===== config.mk =====
export PLATFORM = sky130hd
export DESIGN_NAME = rq_add_arbiter_flat
export DESIGN_NICKNAME = d
export VERILOG_FILES = /design/src/rtl/rq_add_arbiter_if.sv /design/src/rtl/rq_add_arbiter.sv /design/src/flat_wrapper.sv
export SDC_FILE = /design/constraint.sdc
export NUM_CORES = 1
export LEC_CHECK = 0
export ABC_CLOCK_PERIOD_IN_PS = 1600
export BUFFER_PORTS_ARGS = -buffer_cell sky130_fd_sc_hd__buf_2
export CAP_MARGIN = 40
export CORE_ASPECT_RATIO = 0.75
export CORE_UTILIZATION = 30
export DETAILED_ROUTE_END_ITERATION = 6
export GPL_TIMING_DRIVEN = 0
export SLEW_MARGIN = 20
export SYNTH_ARGS = -nofsm -noshare
export SYNTH_HDL_FRONTEND = slang
export SYNTH_SLANG_ARGS = --single-unit

===== constraint.sdc =====
create_clock -name clk -period 1.6 [get_ports clk]
set_clock_uncertainty 0.1 [all_clocks]
set_input_delay 0.24 -clock clk [delete_from_list [all_inputs] [get_ports clk]]
set_output_delay 0.24 -clock clk [all_outputs]
set_load 0.01 [all_outputs]

===== src/rtl/rq_add_arbiter_if.sv =====
// Handshake bundle between the two coefficient fetch units, the arbiter and the
// mod-q adder. slave = arbiter side, master = surrounding fabric / testbench.
interface rq_add_arbiter_if #(
  parameter int W = 13
);
  logic         req0, req1;
  logic         gnt0, gnt1;
  logic [W-1:0] in1_coef, in2_coef;
  logic         in1_valid, in2_valid;
  logic         in1_ready, in2_ready;
  logic         sel;
  logic [W-1:0] out_coef;
  logic         out_valid, out_ready;
  logic         busy, done;

  modport slave (
    input  req0, req1, in1_coef, in2_coef, in1_valid, in2_valid, out_ready,
    output gnt0, gnt1, in1_ready, in2_ready, sel, out_coef, out_valid, busy, done
  );

  modport master (
    output req0, req1, in1_coef, in2_coef, in1_valid, in2_valid, out_ready,
    input  gnt0, gnt1, in1_ready, in2_ready, sel, out_coef, out_valid, busy, done
  );
endinterface


===== src/rtl/rq_add_arbiter.sv =====
// Burst arbiter sharing the Rq coefficient path between two polynomial sources.
// Define RQ_ADD_ARB_RR_EN for round-robin tie-breaking; default is fixed priority to requester 0.
module rq_add_arbiter #(
  parameter int W       = 13,
  parameter int N_COEFF = 701
) (
  input  logic          clk,
  input  logic          rst,
  rq_add_arbiter_if.slave bus
);
  localparam int            CW   = (N_COEFF > 1) ? $clog2(N_COEFF) : 1;
  localparam logic [CW-1:0] LAST = CW'(N_COEFF - 1);

  typedef enum logic [1:0] {IDLE, BURST, DRAIN} state_t;

  state_t        state, state_d;
  logic          gnt0, gnt0_d, gnt1, gnt1_d;
  logic          sel, sel_d;
  logic          out_valid, out_valid_d;
  logic [W-1:0]  out_coef, out_coef_d;
  logic [CW-1:0] cnt, cnt_d;
  logic          done, done_d;

  logic          win0, win1;
  logic          out_free;
  logic          rdy0, rdy1;
  logic          acc;
  logic [W-1:0]  src_coef;

`ifdef RQ_ADD_ARB_RR_EN
  // ptr remembers the last winner; on a tie the other side goes next.
  logic ptr, ptr_d;
  assign win1 = bus.req1 & (~bus.req0 | ~ptr);
`else
  assign win1 = bus.req1 & ~bus.req0;
`endif
  assign win0 = bus.req0 & ~win1;

  // Ready never depends on the input valids, only on state/grant/output slot.
  assign out_free = ~out_valid | bus.out_ready;
  assign rdy0     = (state == BURST) & gnt0 & out_free;
  assign rdy1     = (state == BURST) & gnt1 & out_free;
  assign acc      = (rdy0 & bus.in1_valid) | (rdy1 & bus.in2_valid);
  assign src_coef = sel ? bus.in2_coef : bus.in1_coef;

  always_comb begin
    state_d     = state;
    gnt0_d      = gnt0;
    gnt1_d      = gnt1;
    sel_d       = sel;
    cnt_d       = cnt;
    done_d      = 1'b0;
    out_valid_d = out_valid;
    out_coef_d  = out_coef;
`ifdef RQ_ADD_ARB_RR_EN
    ptr_d       = ptr;
`endif

    // Refill wins over drain so back-to-back transfers sustain one per cycle.
    if (acc) begin
      out_valid_d = 1'b1;
      out_coef_d  = src_coef;
    end else if (bus.out_ready) begin
      out_valid_d = 1'b0;
    end

    case (state)
      IDLE: begin
        if (win0 | win1) begin
          gnt0_d  = win0;
          gnt1_d  = win1;
          sel_d   = win1;
          cnt_d   = '0;
          state_d = BURST;
`ifdef RQ_ADD_ARB_RR_EN
          ptr_d   = win1;
`endif
        end
      end
      BURST: begin
        if (acc) begin
          cnt_d = cnt + CW'(1);
          if (cnt == LAST) state_d = DRAIN;
        end
      end
      DRAIN: begin
        if (out_free) begin
          done_d  = 1'b1;
          gnt0_d  = 1'b0;
          gnt1_d  = 1'b0;
          state_d = IDLE;
        end
      end
      default: state_d = IDLE;
    endcase
  end

  always_ff @(posedge clk) begin
    if (rst) begin
      state     <= IDLE;
      gnt0      <= 1'b0;
      gnt1      <= 1'b0;
      sel       <= 1'b0;
      cnt       <= '0;
      done      <= 1'b0;
      out_valid <= 1'b0;
      out_coef  <= '0;
`ifdef RQ_ADD_ARB_RR_EN
      // "Last winner = 1" so requester 0 takes the first tie.
      ptr       <= 1'b1;
`endif
    end else begin
      state     <= state_d;
      gnt0      <= gnt0_d;
      gnt1      <= gnt1_d;
      sel       <= sel_d;
      cnt       <= cnt_d;
      done      <= done_d;
      out_valid <= out_valid_d;
      out_coef  <= out_coef_d;
`ifdef RQ_ADD_ARB_RR_EN
      ptr       <= ptr_d;
`endif
    end
  end

  assign bus.gnt0      = gnt0;
  assign bus.gnt1      = gnt1;
  assign bus.sel       = sel;
  assign bus.in1_ready = rdy0;
  assign bus.in2_ready = rdy1;
  assign bus.out_coef  = out_coef;
  assign bus.out_valid = out_valid;
  assign bus.busy      = (state != IDLE);
  assign bus.done      = done;
endmodule

===== src/flat_wrapper.sv =====
// flat-port wrapper written by rule: the top's interface ports become plain ports
module rq_add_arbiter_flat 
#(
  parameter int W       = 13,
  parameter int N_COEFF = 701
)
  (clk, rst, bus_req0, bus_req1, bus_in1_coef, bus_in2_coef, bus_in1_valid, bus_in2_valid, bus_out_ready, bus_gnt0, bus_gnt1, bus_in1_ready, bus_in2_ready, bus_sel, bus_out_coef, bus_out_valid, bus_busy, bus_done);
  rq_add_arbiter_if #(.W(W)) bus_i ();
  input  logic clk;
  input  logic rst;
  input wire logic [$bits(bus_i.req0)-1:0] bus_req0;
  input wire logic [$bits(bus_i.req1)-1:0] bus_req1;
  input wire logic [$bits(bus_i.in1_coef)-1:0] bus_in1_coef;
  input wire logic [$bits(bus_i.in2_coef)-1:0] bus_in2_coef;
  input wire logic [$bits(bus_i.in1_valid)-1:0] bus_in1_valid;
  input wire logic [$bits(bus_i.in2_valid)-1:0] bus_in2_valid;
  input wire logic [$bits(bus_i.out_ready)-1:0] bus_out_ready;
  output wire logic [$bits(bus_i.gnt0)-1:0] bus_gnt0;
  output wire logic [$bits(bus_i.gnt1)-1:0] bus_gnt1;
  output wire logic [$bits(bus_i.in1_ready)-1:0] bus_in1_ready;
  output wire logic [$bits(bus_i.in2_ready)-1:0] bus_in2_ready;
  output wire logic [$bits(bus_i.sel)-1:0] bus_sel;
  output wire logic [$bits(bus_i.out_coef)-1:0] bus_out_coef;
  output wire logic [$bits(bus_i.out_valid)-1:0] bus_out_valid;
  output wire logic [$bits(bus_i.busy)-1:0] bus_busy;
  output wire logic [$bits(bus_i.done)-1:0] bus_done;
  assign bus_i.req0 = bus_req0;
  assign bus_i.req1 = bus_req1;
  assign bus_i.in1_coef = bus_in1_coef;
  assign bus_i.in2_coef = bus_in2_coef;
  assign bus_i.in1_valid = bus_in1_valid;
  assign bus_i.in2_valid = bus_in2_valid;
  assign bus_i.out_ready = bus_out_ready;
  assign bus_gnt0 = bus_i.gnt0;
  assign bus_gnt1 = bus_i.gnt1;
  assign bus_in1_ready = bus_i.in1_ready;
  assign bus_in2_ready = bus_i.in2_ready;
  assign bus_sel = bus_i.sel;
  assign bus_out_coef = bus_i.out_coef;
  assign bus_out_valid = bus_i.out_valid;
  assign bus_busy = bus_i.busy;
  assign bus_done = bus_i.done;
  rq_add_arbiter #(.W(W), .N_COEFF(N_COEFF)) u_core (.clk(clk), .rst(rst), .bus(bus_i));
endmodule

==> results of run 1 <==
-- timing repair --
item,in CTS,in global routing
pin swaps,0,2
cloned,0,1
gates resized for setup,6,14
setup endpoints to repair,25,26
setup buffers,0,5
-- placed cells by master (no fill, tap or decap), types with 4 or more instances in the layout --
cell type / count
mux2i_1: 14
nand3_1: 4
a211oi_1: 15
nor2_1: 18
a21oi_1: 14
buf_2: 53
dfxtp_1: 26
and3_1: 4
clkbuf_1: 4
nand2_1: 6
clkbuf_8: 6
buf_4: 8
-- cells by family (layout without fill, tap and decap cells) --
logic type,after synthesis,count (layout),share of synthesized area (%)
fa+ha+maj,2,2,1.72
mux,14,14,9.63
flops,30,30,41.3
simple gates,55,55,21.1
buf+inv,16,80,5.67
compound gates,45,45,20.6
-- final cells by class --
| cell class | count | area (µm²) | area share [%] |
|---|---|---|---|
| buffer | 10 | 82.6 | 4.16 |
| sequential | 30 | 608 | 30.6 |
| clock inverter | 1 | 5.00 | 0.252 |
| inverter | 3 | 11.3 | 0.567 |
| clock buffer | 7 | 86.3 | 4.35 |
| multi-input combinational | 116 | 793 | 39.9 |
| timing repair buffer | 59 | 328 | 16.5 |
| tap | 57 | 71.3 | 3.59 |
-- metrics by stage --
step / hold slack [ns] / utilization [%] / TNS [ns] / power (mW) / area [µm²]
2_1_floorplan: 0.219 / - / 0 / 1.03 / 1460
3_3_place_gp: 0.339 / 39.2 / -1.06 / 1.16 / 1790
3_5_place_dp: 0.342 / 39.2 / -1.30 / 1.16 / 1790
4_1_cts: 0.0493 / 41.4 / -0.00313 / 1.80 / 1890
5_1_grt: 0.0633 / 43.4 / -0.402 / 1.92 / 1990
6_report: 0.0606 / 43.4 / -0.00254 / 1.83 / 1990
-- flip-flops by register name, summed over array words and instances, names as in the netlist --
register	cells
u_core.bus.out_coef	13
u_core.bus.gnt1	1
u_core.state	2
u_core.bus.gnt0	1
u_core.bus.done	1
u_core.cnt	10
u_core.bus.sel	1
u_core.bus.out_valid	1
-- final timing paths --
check                                 end  slack [ns]
min reg2reg    u_core.cnt[5]$_SDFFE_PP0P_        0.36
max          u_core.state[0]$_SDFFE_PP0P_      -0.003
min            u_core.bus.done$_SDFF_PP0_        0.06
max reg2reg  u_core.state[0]$_SDFFE_PP0P_      -0.003
-- metal layers --
| metal | GRT usage (%) | vias up |
|---|---|---|
| met3 | 5.00 | 7 |
| met5 | 0 | - |
| li1 | - | 722 |
| met1 | 21.6 | 645 |
| met2 | 21.3 | 39 |
| met4 | 6.58 | 0 |
-- worst register-to-register path, delay by kind of cell, from the launching register on --
family / cells / cell delay [ns]
buffers and inverters: 3 / 0.38
flip-flops: 1 / 0.37
AO/OA/AOI/OAI: 1 / 0.17
AND/OR/NAND/NOR: 3 / 0.46
-- cell usage after synthesis, types with 2 or more instances --
library cell / instances / share of area (%)
clkbuf_1: 6 / 1.5
nand4_1: 2 / 0.86
nand2b_1: 3 / 1.3
mux2i_1: 14 / 9.6
a21oi_1: 14 / 4.8
o21ai_0: 3 / 1.0
ha_1: 2 / 1.7
nand2_1: 6 / 1.5
nand3b_1: 3 / 1.5
a31oi_1: 2 / 0.86
nor2_1: 19 / 4.9
or3_1: 2 / 0.86
buf_2: 3 / 1.0
inv_1: 3 / 0.77
a211oi_1: 17 / 8.8
and3_1: 4 / 1.7
buf_4: 3 / 1.5
dfxtp_1: 30 / 41
nand3_1: 4 / 1.4
-- power breakdown --
part           switching [mW]  leakage [nW]  internal, mW  total [mW]
clock network           0.293        0.0482         0.346       0.639
registers              0.0252         0.245         0.785       0.810
logic                   0.191         0.535         0.190       0.381
total                   0.509         0.828          1.32        1.83
==> out/results.tsv, run 1 <==
metric	value	unit
clock_sinks	30	
rows	21	
cpLargestDelayFamily	simple AND/OR/NAND/NOR gates	
period_needed	1.60	ns
pre_cts_ws	-0.163	ns
start_kind	register	
syn-num-nets	197	
end_kind	register	
routed_wirelength	3.76	mm
cp.arrival	1.67	ns
path_clk_slew	0.07	ns
area_growth_syn_to_layout	36.5	%
top_layer	met4	
p_leak	0.828	nW
reg2reg_depth	7	
crit_slowest_cell	dfxtp_4	
crit_chain	nor2b_4 -> buf_6 -> and3_1 -> buf_6 -> buf_8 -> nand4_1 -> o2bb2ai_2	
grt-ovfl-total	0	
grt_start_max_net_pins	15	
drt_first_iter_violations	56	
core-area	4570	µm²
yosysWarnings	0	
io-pin-count	54	
cts_buffers	5	
cp_slowest_stage_delay	0.37	ns
avgSynthCellArea	8.98	µm²
stdcell_count	283	
start_util	31.8	%
worst_hold_path_type	in2reg	
fill_cells	483	
io_buffer_count	53	
holdPathStages	2	
routedWlPerCell	13.3	µm
wl_met2	1.57	mm
ctsHoldBuffers	0	
nets	260	
drive_above_1_share	38.1	%
cts_htree_levels	2	
routed_via_density	4.99	
cpMostUsedCell	buf_6	
cts_tree	built	
reg2reg_from	u_core.state[0]$_SDFFE_PP0P_	
die-area	5140	µm²
hold_path_startpoint	rst	
synth-seq-area-share	41.3	%
status	finished, violations left	
ir_drop	0.390	mV
failed_checks	setup timing	
path_buf_inv	3	
n_antenna_cell	0	
drc_errors	0	
grt_setup_unrepaired	yes	
crit_type	reg2reg	
firstDrtPassIters	4	
async_reset_ff_share	0	%
final.setup.worst_slack	-0.00254	ns
antenna_found_initial	0	
slew_violations	0	
cp.required	1.66	ns
track_usage	15.4	%
fmax	624	MHz
wl_met3	219	µm
vias	1413	
power_density	922	nW/µm²
grt_pass1_vias	1270	
timing_hold_violations_final	0	
max_cap_viol_count	0	
syn_area	1460	µm²
crit_fanout	7	
fp.dieH	62.3	µm
grt_pass1_wl	5.96	mm
worstSetupPathDepth	7	
gp_congestion	0.798	
slew-limit-headroom	62.3	%
synth_enable_flop_cells	0	
post-place-cells	272	
die-width	82.4	µm
clockBufferDepth	2	
worstSkewPairLatency	0.29	ns
root_buffer	clkbuf_8	
synth_cell_type_count	41	
synthCells	162	
ys.flop_type	dfxtp_1	
cp-startpoint	u_core.state[0]$_SDFFE_PP0P_	
min_period_over_period	100	%
drt-met1-wl	1.91	mm
dp_hpwl	2.65	mm
finalSetupViolations	1	
tightest_slew	0.565	ns
drtAntennaViolNets	0	
ys_seq_elements	30	
Note: power is estimated with default switching activity, not from simulation.
==> inputs of run 2 (changes only) <==
ABC_CLOCK_PERIOD_IN_PS = 1300   (was 1600)
CORE_ASPECT_RATIO = 2   (was 0.75)
clock period = 1.3 ns   (was 1.6 ns; I/O delays follow)
==> out/results.tsv, run 2 (synthesis results as in run 1) <==
metric	value	unit
routed_via_density	5.14	
grt_pass1_wl	6.42	mm
top_regs	u_core.bus.out_coef x13, u_core.cnt x10, u_core.state x2	
crit_type	reg2reg	
fp.dieH	100	µm
io_buffer_count	53	
gp_congestion	0.749	
crit_slowest_cell	dfxtp_4	
timing_hold_violations_final	0	
root_buffer	clkbuf_8	
crit_fanout	7	
finalSetupViolations	28	
grt_start_max_net_pins	11	
wl_met3	188	µm
top_register	u_core.bus.out_coef	
routed_wirelength	4.12	mm
die-area	5150	µm²
path_clk_slew	0.07	ns
power.switching	0.662	mW
rows	35	
comb_power_share	24.4	%
period_needed	1.52	ns
top_layer	met4	
hold_ws	0.0136	ns
clockBufferDepth	2	
largest_register_ffs	13	
p_int	1.67	mW
drc_errors	0	
cp.arrival	1.58	ns
min_period_over_period	117	%
switching_share	28.4	%
nets	267	
pwr-share-seq	42.3	%
pwr-share-clk	33.2	%
vias	1479	
firstDrtPassIters	4	
drt_first_iter_violations	13	
report.power.total	2.33	mW
wl_met2	2.37	mm
p_leak	0.897	nW
failed_checks	setup timing	
slew_violations	0	
die-width	51.2	µm
dp_hpwl	2.79	mm
utilization	47.3	%
drive_above_1_share	51.1	%
drt-met1-wl	1.44	mm
cts_tree	built	
cp.required	1.36	ns
grt_pass1_vias	1406	
ctsHoldBuffers	0	
final_cell_mix	buf_2 (53), dfxtp_1 (21), mux2i_1 (13)	
end_kind	register	
worstSkewPairLatency	0.28	ns
final.setup.worst_slack	-0.220	ns
routedWlPerCell	14.3	µm
status	finished, violations left	
n_antenna_cell	0	
cts_buffers	5	
grt_setup_unrepaired	yes	
io-pin-count	54	
start_util	31.3	%
antenna_found_initial	0	
track_usage	17.0	%
crit_chain	nor2b_4 -> buf_6 -> and3_4 -> buf_8 -> nand4_1 -> o2bb2ai_1	
worst_hold_path_type	in2reg	
tightest_slew	0.621	ns
mostFrequentLayoutCell	buf_2	
slew-limit-headroom	58.6	%
clock_sinks	30	
ir_drop	0.624	mV
max_cap_viol_count	0	
pre_cts_ws	-0.353	ns
area_growth_syn_to_layout	50.8	%
power_density	1060	nW/µm²
cp_slowest_stage_delay	0.35	ns
cts_htree_levels	2	
start_kind	register	
drtAntennaViolNets	0	
fmax	658	MHz
core-area	4640	µm²
grt-ovfl-total	0	
==> run 2: cell types whose count changed in the layout (fill, tap and decap cells not counted), moves of 3 or more <==
| cell | delta |
|---|---|
| nor2_1 | -6 |
| dfxtp_1 | -5 |
| a211oi_1 | -4 |
| a211oi_2 | +4 |
| buf_4 | +4 |
| nor2_2 | +4 |
| dfxtp_4 | +3 |
==> run 2: stage by stage <==
stage,cells,instance area [µm²],TNS [ns]
after floorplan,162,1490,-2.04
after global placement,270,1820,-5.36
after detailed placement,270,1820,-5.76
after CTS,288,2120,-4.67
after global routing,288,2190,-5.86
final,288,2190,-3.65
==> run 2: layout make-up <==
type,instances,area [µm²]
clock inverter,1,5.00
clock buffer,7,86.3
timing repair buffer,65,394
inverter,3,11.3
sequential,30,622
fill,477,2450
multi-input combinational,116,912
tap,55,68.8
buffer,11,95.1
==> run 2: per-layer routing <==
metal  vias to the layer above  GRT usage [%]
li1                        735              -
met4                         0           8.73
met1                       696           15.3
met5                         -              0
met2                        42           33.6
met3                         6           3.17
==> run 2: timing repair <==
| item | CTS | global route |
|---|---|---|
| gates cloned | 2 | 0 |
| buffers inserted | 9 | 1 |
| pin swaps | 15 | 6 |
| endpoints found under the setup margin | 29 | 28 |
| resized for setup | 28 | 22 |
==> run 2: worst max-delay path: cells and delay by family, from the launching register on <==
family	cells	cell delay [ns]
and+or+nand+nor	3	0.53
buffers and inverters	2	0.27
AOI/OAI and AO/OA	1	0.15
DFF	1	0.35
==> run 2: final timing paths <==
kind / from / to / slack (ns) / cells after the start
hold / removal: rst / u_core.bus.done$_SDFF_PP0_ / 0.01 / 2
setup / recovery: u_core.state[0]$_SDFFE_PP0P_ / u_core.state[0]$_SDFFE_PP0P_ / -0.22 / 6
setup reg to reg: u_core.state[0]$_SDFFE_PP0P_ / u_core.state[0]$_SDFFE_PP0P_ / -0.22 / 6
hold reg to reg: u_core.cnt[5]$_SDFFE_PP0P_ / u_core.cnt[5]$_SDFFE_PP0P_ / 0.37 / 1
==> run 2: power by group through the flow <==
stage / sequential (mW) / combinational [mW] / clock [mW]
finish: 0.988 / 0.571 / 0.775
global route: 0.992 / 0.621 / 0.837
CTS: 0.987 / 0.545 / 0.797
detailed placement: 1.02 / 0.427 / 0
global placement: 1.02 / 0.421 / 0
floorplan: 1.03 / 0.254 / 0
==> inputs of run 3 (changes only) <==
CTS_BUF_LIST = sky130_fd_sc_hd__clkbuf_4   (was not set)
SLEW_MARGIN = not set   (was 20)
==> out/results.tsv, run 3 (synthesis results as in run 1) <==
metric	value	unit
status	finished, violations left	
failed_checks	setup timing	
ir_drop	0.600	mV
cp_slowest_stage_delay	0.36	ns
cts_tree	built	
track_usage	17.6	%
power_density	939	nW/µm²
crit_slowest_cell	dfxtp_4	
drt_first_iter_violations	20	
drive_above_1_share	54.9	%
holdPathStages	4	
crit_fanout	6	
firstDrtPassIters	4	
crit_type	reg2reg	
die-area	5150	µm²
antenna_found_initial	0	
start_util	31.3	%
multi_input_area	946	µm²
drtAntennaViolNets	0	
max_cap_viol_count	0	
clock_sinks	30	
slew-limit-headroom	52.2	%
worst_hold_path_type	in2reg	
grt_pass1_vias	1461	
utilization	50.6	%
largest_register_ffs	13	
clockBufferDepth	2	
io_buffer_count	53	
top_register	u_core.bus.out_coef	
die-width	51.2	µm
gp_congestion	0.749	
worstSetupPathDepth	6	
cts_htree_levels	2	
ff_latch_area	627	µm²
n_antenna_cell	0	
p_leak	0.951	nW
fill_cells	461	
grt_setup_unrepaired	yes	
core-area	4640	µm²
grt-ovfl-total	0	
final.setup.worst_slack	-0.238	ns
final_cell_mix	buf_2 (49), dfxtp_1 (21), buf_4 (14), mux2i_1 (14)	
dp_hpwl	2.79	mm
routedWlPerCell	14.4	µm
end_kind	register	
fmax	650	MHz
path_clk_slew	0.10	ns
grt_pass1_wl	6.68	mm
grt_start_max_net_pins	15	
min_period_over_period	118	%
nets	278	
cp.required	1.43	ns
mostFrequentLayoutCell	buf_2	
rrSetupSlack	-0.24	ns
routed_via_density	5.21	
finalSetupViolations	28	
period_needed	1.54	ns
area_growth_syn_to_layout	61.5	%
slew_violations	0	
worstSkewPairLatency	0.34	ns
cpLargestDelayFamily	simple AND/OR/NAND/NOR gates	
start_kind	register	
timing_hold_violations_final	0	
root_buffer	clkbuf_4	
routed_wirelength	4.30	mm
rows	35	
hold_ws	0.0483	ns
path_buf_inv	2	
fp.dieH	100	µm
tightest_slew	0.718	ns
cp.arrival	1.66	ns
crit_chain	nor2b_4 -> buf_6 -> and3_4 -> buf_8 -> nand4_1 -> o2bb2ai_1	
vias	1559	
reg2reg_depth	6	
drc_errors	0	
io-pin-count	54	
cts_buffers	5	
top_regs	u_core.bus.out_coef x13, u_core.cnt x10, u_core.state x2	
-- run 3: cell types whose count changed in the layout (fill, tap and decap cells not counted), moves of 4 or more --
| cell | delta |
|---|---|
| clkbuf_4 | +6 |
| a211oi_1 | -4 |
| buf_6 | +7 |
| a211oi_2 | +4 |
| clkbuf_8 | -6 |
| buf_2 | -4 |
-- run 3: where the power goes --
part / internal, mW / switching, mW / total [mW]
Sequential: 0.957 / 0.0274 / 0.985
Combinational: 0.355 / 0.314 / 0.669
Clock: 0.223 / 0.328 / 0.552
-- run 3: final cells by class --
type	instances	share of cell area (%)
Sequential cell	30	26.7
Buffer	11	4.21
Clock inverter	2	0.373
Inverter	3	0.479
Multi-Input combinational cell	116	40.3
Clock buffer	6	1.92
Timing Repair Buffer	76	23.2
Tap cell	55	2.93
-- run 3: per-stage QoR --
| stage | setup TNS, ns | std cells | power (mW) | cell area, µm² | setup WS, ns |
|---|---|---|---|---|---|
| 2_1_floorplan | -2.04 | 162 | 1.29 | 1490 | -0.144 |
| 3_3_place_gp | -5.36 | 270 | 1.44 | 1820 | -0.360 |
| 3_5_place_dp | -5.76 | 270 | 1.45 | 1820 | -0.353 |
| 4_1_cts | -5.07 | 295 | 2.16 | 2180 | -0.232 |
| 5_1_grt | -6.64 | 299 | 2.32 | 2350 | -0.291 |
| 6_report | -4.86 | 299 | 2.21 | 2350 | -0.238 |
-- run 3: routing by layer --
layer  up-vias  global-route usage (%)  share of wire, %
li1        758                       -                 -
met5         -                       0                 0
met4         0                    9.36               3.0
met1       740                    16.4                36
met2        51                    34.0                56
met3        10                    3.32               4.9
-- run 3: what timing repair did --
action                                 in CTS  in global routing
endpoints found under the hold margin       2                  0
pin swaps                                  18                 13
gates cloned                                2                  0
setup buffers                              14                  5
hold buffers                                2                  0
setup endpoints to repair                  29                 30
gates resized for setup                    32                 33
-- run 3: path summary, 6_finish.rpt --
kind                                                   start                      endpoint
worst max-delay path            u_core.state[0]$_SDFFE_PP0P_  u_core.state[0]$_SDFFE_PP0P_
worst min-delay path                                bus_req0  u_core.bus.gnt1$_SDFFE_PP0P_
worst max register to register  u_core.state[0]$_SDFFE_PP0P_  u_core.state[0]$_SDFFE_PP0P_
worst min register to register    u_core.cnt[5]$_SDFFE_PP0P_    u_core.cnt[5]$_SDFFE_PP0P_
-- run 3: worst min-delay path, cell delays in order --
cell	delay [ns]
buf_2	0.11
nor2_1	0.04
o21ai_0	0.06
a21oi_1	0.06
